===== config.mk =====
export PLATFORM = sky130hd
export DESIGN_NAME = lfsr4_gen
export DESIGN_NICKNAME = d
export VERILOG_FILES = /design/src/rtl/initval_stim_checker_pkg.sv /design/src/rtl/initval_stim_checker_lfsr4_gen.sv
export SDC_FILE = /design/constraint.sdc
export NUM_CORES = 1
export LEC_CHECK = 0
export CAP_MARGIN = 20
export CORE_AREA = 2 2 39 41
export CTS_CLUSTER_DIAMETER = 40
export DETAILED_ROUTE_END_ITERATION = 8
export DIE_AREA = 0 0 41 43
export PLACE_DENSITY = 0.47
export SLEW_MARGIN = 10
export SYNTH_ARGS = -nofsm -noshare
export SYNTH_HDL_FRONTEND = slang
export SYNTH_SLANG_ARGS = --single-unit

===== constraint.sdc =====
create_clock -name clk -period 1.5 [get_ports clk]
set_clock_uncertainty 0.2 [all_clocks]
set_input_delay 0.375 -clock clk [delete_from_list [all_inputs] [get_ports clk]]
set_output_delay 0.375 -clock clk [all_outputs]
set_load 0.005 [all_outputs]

===== src/rtl/initval_stim_checker_pkg.sv =====
`default_nettype none
// +--------------------------------------------------------------------------+
// | Package     : initval_pkg                                                |
// | Description : Shared types, LFSR constants and helper for the initval   |
// |               nibble stimulus generator / response checker.             |
// | Revision    : 1.0  initial release                                       |
// +--------------------------------------------------------------------------+
package initval_pkg;

   // One nibble of the DUT interface.
   typedef logic [3:0] nibble_t;

   // Checker run phases.
   typedef enum logic [1:0] {
      IDLE = 2'd0,
      WARM = 2'd1,
      RUN  = 2'd2,
      DONE = 2'd3
   } state_t;

   // Feedback taps: new bit 0 is s[3] ^ s[2].
   localparam nibble_t LFSR_TAPS         = 4'b1100;
   localparam nibble_t LFSR_DEFAULT_SEED = 4'h9;

   // Left shift with the tapped XOR fed into bit 0 (period 15 for any nonzero seed).
   function automatic nibble_t lfsr4_next(input nibble_t s);
      return {s[2:0], ^(s & LFSR_TAPS)};
   endfunction

endpackage : initval_pkg
`default_nettype wire


===== src/rtl/initval_stim_checker_lfsr4_gen.sv =====
`default_nettype none
// +--------------------------------------------------------------------------+
// | Module      : lfsr4_gen                                                  |
// | Description : 4-bit Fibonacci-style LFSR with synchronous seed load and  |
// |               advance enable. Load has priority over advance.           |
// | Revision    : 1.0  initial release                                       |
// +--------------------------------------------------------------------------+
module lfsr4_gen
   import initval_pkg::*;
(
   input  logic       clk,
   input  logic       rst,
   input  logic       load,
   input  logic [3:0] seed,
   input  logic       adv,
   output logic [3:0] q
);

   logic [3:0] lfsr_q;
   logic [3:0] lfsr_d;

   // Next value: reload the seed, step the sequence, or hold.
   always_comb begin
      lfsr_d = lfsr_q;
      if (load) begin
         lfsr_d = seed;
      end else if (adv) begin
         lfsr_d = lfsr4_next(lfsr_q);
      end
   end

   // State register; reset lands on the seed so a run can start immediately.
   always_ff @(posedge clk) begin
      if (rst) begin
         lfsr_q <= seed;
      end else begin
         lfsr_q <= lfsr_d;
      end
   end

   assign q = lfsr_q;

endmodule : lfsr4_gen
`default_nettype wire


Word level (Yosys, flattened, before mapping)
Index checks and enable logic that the tools add are counted.
W data, S select, Z words.
Operators by class
  reduce and logical (&&, ||, !) cells: 2
  mux-type cells: 3
Operators with widths (count)
  $mux W4: 3
  $reduce_xor A4 Y1: 1
  $reduce_bool A3 Y1: 1
Storage, ports and cells
  input bits: 8
  word-level logic and storage cells: 6
  flip-flop bits (word level): 4
  output and inout port bits: 4

Logic depth before layout (Yosys ltp)
Gate-level depths: netlist of the first run.
  depth in word-level cells: 4
  gate-level depth with buffers: 2
  mapped depth without buffers: 2

Worst setup path before layout of the first run
No wires, ideal clock.
  path type: input port to flip-flop
  from: in rst
  to: reg lfsr_q[0] (netlist: q[0]) (data pin)
  path slack: 209 ps
  path buffers: 0
  data required time: 1040 ps
  stages: 2
  arrival time: 831 ps
  library setup time: 260 ps
  cells stage by stage: nor2_4 > mux2_4
On the way
  longest elaborated chain between the ends: 1
RTL lines
  from (decl): line initval_stim_checker_lfsr4_gen.sv:12  | input logic rst,
  $mux W4: line initval_stim_checker_lfsr4_gen.sv:34  | if (rst) begin
  to (signal assigned): line initval_stim_checker_lfsr4_gen.sv:37  | lfsr_q <= lfsr_d;
  to (decl): line initval_stim_checker_lfsr4_gen.sv:19  | logic [3:0] lfsr_q;
No other way between the ends.
A chain may end at the register's enable or synchronous reset.

Worst setup path after layout of the first run
  from: reg lfsr_q[2] (netlist: q[2])
  to: out q[2]
RTL lines
  to (decl): line initval_stim_checker_lfsr4_gen.sv:16  | output logic [3:0] q
No word-level cell between the ends.

==> metrics.txt, run 1 <==
Die Y 43 µm; Layout Cells excl Fill 44; Final Slew Violations 0; CTS H-tree depth 1; CP top delay family flip-flops; slowest cell on the critical path edfxtp_1; Tmin final 1450 ps; initial antenna violation count 0; global-route wire length before repair 655 µm; Hold Path Class flip-flop to flip-flop; largest net degree at the start of global routing 5; row cnt 14; clk sinks 4; Routed WL per cell ~11 µm; Setup TNS 0 ps; Cells after Synth 11; CP Cell Sequence dlygate4sd2_1; Worst setup EP type primary output; gr ovfl total 0; Synth area leader edfxtp_1; # Max-Cap Violations 0; vias in the first global route 160; DRT Wirelength between 400 and 500 µm; Max stage delay on crit path ~370 ps; nets 38; static leakage about 0.00016 µW; gpl congestion approximately 0.65; Hold Fails Final Rpt 0; Worst-Skew Late Latency 240 ps; register area share after synthesis 0.582; total track usage 0.0656; worst vdd ir 259 µV; die width 41 µm; # hold bufs at CTS 0; Area Growth Syn to Fin 83.0%; I/O pin cnt 12; RSZ-0062 raised after global routing false; worst-margin pin slew about 200 ps; Root Driver clkbuf_4; met2 usage 0.0688; critical path type flip-flop to primary output; Synth area leaders edfxtp_1, mux2_4, nor2_4; Via Count between 150 and 200; Core Util, Final 0.273; drt via density around 3.4; Seq cells post-synth 4; share of layout cells above drive strength 1 0.393; Syn Nets 19; Final Cycle Share 0.966; Largest register FFs 4; Hold WS 382 ps; port buffer count 11; Final HPWL DP 340 µm; Post-synth EDFFs 4; Pre-antenna DRT Iters 1; Yosys cell types 5; met3 GRT Util 0.0314; starting density of the core 0.149; CTS tree built; drc violations 0; Placed Cells 39; clk buf depth 2; Yosys top cell area share 0.582; 1st-iter DRT viols 0; GRT busiest layer met1; clock-pin transition on the worst setup and hold timing paths 40 ps; Core Footprint 1380 µm²; Num CTS Buffers 3; status completed; Cell Area, Synth 206 µm²; die footprint 1760 µm²; synth warn 0; ys flop type edfxtp_1; Critical Path Fanout Max 2; Crit path buffers/inverters 1; Power, Total 358 µW; critical path data required time 920 ps; Ant. Diodes 0; post-synthesis async set-or-reset flop share 0; list of most frequent post-synthesis cells edfxtp_1, mux2_4, nor2_4, or3_1, xor2_1; Final Setup Violations 0; syn avg cell area about 19 µm²; Data arrival, critical path 870 ps; Rel. slew slack 0.869; fmax between 0.6 and 0.7 GHz; grt met1 use 0.0817; ANT nets after route 0; Power Density 947 nW/µm²; Worst Setup Start Kind flip-flop
==> metal layers <==
| layer | share of wire | vias to the layer above | routed length [µm] |
|---|---|---|---|
| met2 | 0.37 | 12 | 173 |
| met5 | 0 | - | 0 |
| met4 | 0 | 0 | 0 |
| li1 | - | 77 | - |
| met1 | 0.49 | 62 | 225 |
| met3 | 0.14 | 0 | 63 |
==> cells by family after synthesis <==
kind of cell | after synthesis | synth area share
muxes | 4 | 0.291
DFF | 4 | 0.582
and+or+nand+nor | 2 | 0.0849
xor gates and xnor gates | 1 | 0.0424
==> area by class of cell <==
| cell class | count | area, µm² |
|---|---|---|
| clock buffers | 3 | 22.5 |
| flip-flops and latches | 4 | 120 |
| repair buffers | 14 | 129 |
| well taps | 16 | 20.0 |
| multi-input cells | 7 | 86.3 |
| fillers | 156 | 1010 |
==> stage by stage <==
| step | setup WS [ps] | cell area (µm²) |
|---|---|---|
| floorplan | 209 | 206 |
| global placement | -307 | 344 |
| detailed placement | -323 | 344 |
| CTS | 3.65 | 374 |
| global route | 8.48 | 378 |
| finish | 50.4 | 378 |
==> final timing paths <==
| kind | start | to | slack, ps | cells past startpoint |
|---|---|---|---|---|
| worst max register to register | q[2] | q[0] | 110 | 3 |
| worst min register to register | q[1] | q[2] | 380 | 1 |
| worst min-delay path | q[1] | q[2] | 380 | 1 |
| worst max-delay path | q[2] | q[2] | 50 | 1 |
==> cells in the final DEF (no fill, tap or decap), drive strengths merged <==
| cell | count |
|---|---|
| xor2 | 1 |
| mux2 | 4 |
| or3 | 1 |
| clkbuf | 3 |
| clkdlybuf4s15 | 3 |
| buf | 3 |
| edfxtp | 4 |
| nor2 | 1 |
| dlygate4sd2 | 3 |
| clkdlybuf4s50 | 5 |
==> where the power goes <==
| part | internal [µW] | switching [µW] | total, µW |
|---|---|---|---|
| logic | 54.9 | 23.8 | 78.7 |
| registers | 138 | 5.81 | 144 |
| clock network | 89.6 | 45.6 | 135 |
==> what timing repair did <==
action                                  4_1_cts  5_1_grt
endpoints found under the setup margin       12        3
endpoints found under the hold margin         0        0
setup buffers                                 2        0
pin swaps                                     1        0
resized for setup                             6        3
Note: power is estimated with default switching activity, not from simulation.
==> run 2, diff against run 1 <==
Settings changed: MAX_ROUTING_LAYER set to met4.
==> results of run 2 <==
Final layout, timing and power as in run 1 (identical DEF).
Main changes from that run: final weighted congestion in routability-driven placement 0.648 -> 0.654; overall routing resource usage 0.0656 -> 0.0672
==> variant (settings of run 1) <==
Register the output `q` once more; this adds one clock of latency there.
--- a/src/rtl/initval_stim_checker_lfsr4_gen.sv
+++ b/src/rtl/initval_stim_checker_lfsr4_gen.sv
@@ -39,5 +39,7 @@
    end
 
-   assign q = lfsr_q;
+   always_ff @(posedge clk) begin
+      q <= lfsr_q;
+   end
 
 endmodule : lfsr4_gen
Behaviour: not the same (Yosys sat finds a counterexample within 4 cycles, from zero or initial values).
==> variant against run 1 <==
Area after synthesis grew 39%. Wire length is 10% lower. Total power increased by 35%. Setup slack better by 0.059 ns. First-iteration DRC count is 1 higher. Clock power grew 16%. Die area is the same. Sequential share of layout area rose by 15 points. Sequential cell count grew 4. Final area grew 14%. Synthesized cell count is 36% higher. Critical path depth rose by 1. Critical path type is now input port to flip-flop.
==> variant: results (changes against run 1) <==
Static Leakage - 0.179 nW (was 0.157 nW)
Combinational-cell power consumption - 61.4 uW (was 78.7 uW)
Gr usage total - 0.0628 (was 0.0656)
Vias in the first global route - 150 (was 160)
Layout fillers - 145 (was 156)
Total net switching power - 91.9 uW (was 75.3 uW)
CP Max Fanout - 4 (was 2)
Clock-cell share of area - 0.0522 (was 0.0596)
Pwr dens - 1120 mW/mm2 (was 947 mW/mm2)
Routability cong. - 0.652 (was 0.648)
Post-Syn Instances - 15 (was 11)
Post-DP Area - 417 um2 (was 344 um2)
Post-Syn Area - 287 um2 (was 206 um2)
1st-pass router iterations - 2 (was 1)
Buffers, non-clock - 11 (was 14)
Crit-path max cell delay - 0.40 ns (was 0.37 ns)
Initial drt markers - 1 (was 0)
Slowest CP cell - or3_1 (was edfxtp_1)
Placed cells - 42 (was 39)
Data buffer area share - 0.238 (was 0.341)
Slew @ Worst Pin - 0.181 ns (was 0.197 ns)
Nets - 39 (was 38)
Via-to-Cell Ratio - 3.67 (was 3.43)
Synth unique cells - 6 (was 5)
Sequential power - 265 uW (was 144 uW)
Seq/total area - 0.464 (was 0.318)
DP Worst Slack - -0.311 ns (was -0.323 ns)
Non-Filler Instances - 45 (was 44)
Delay-heaviest family, CP - simple AND/OR/NAND/NOR gates (was flip-flops)
Status - complete, no violations (unchanged)
Syn nets - 23 (was 19)
Start point of the critical path - adv (was q[2])
Layout cells sized above 1 - 0.276 (was 0.393)
Critical path arrival - 1.16 ns (was 0.87 ns)
Wire per inst - 9.24 um (was 10.5 um)
First-pass GRT wire length - 607 um (was 655 um)
==> variant: worst reg2reg max path, cell delays in order (launching register included) <==
cell      delay, ns
edfxtp_1       0.41
xor2_1         0.19
mux2_4         0.25
==> variant: worst paths after layout <==
kind | cells after the start | slack (ns) | endpoint
worst max-delay path | 2 | 0.11 | lfsr_q[3]
worst min-delay path | 0 | 0.18 | q[1]
worst max register to register | 2 | 0.20 | lfsr_q[0]
worst min register to register | 0 | 0.18 | q[1]
==> variant: layer usage <==
metal,wire length (um),global-route usage,vias up
met4,0,0.100,0
met5,0,0,-
met3,66,0.0314,0
met1,146,0.0627,72
li1,-,-,82
met2,202,0.0688,11
==> variant: repair_timing <==
| action | in CTS | in global routing |
|---|---|---|
| resized for setup | 6 | 0 |
| buffers inserted | 0 | 0 |
| setup endpoints to repair | 12 | 0 |
| hold endpoints to repair | 0 | 0 |
==> variant: cells by family after synthesis <==
family           Yosys count
XOR/XNOR                   1
flip-flops                 8
multiplexers               4
AND/OR/NAND/NOR            2
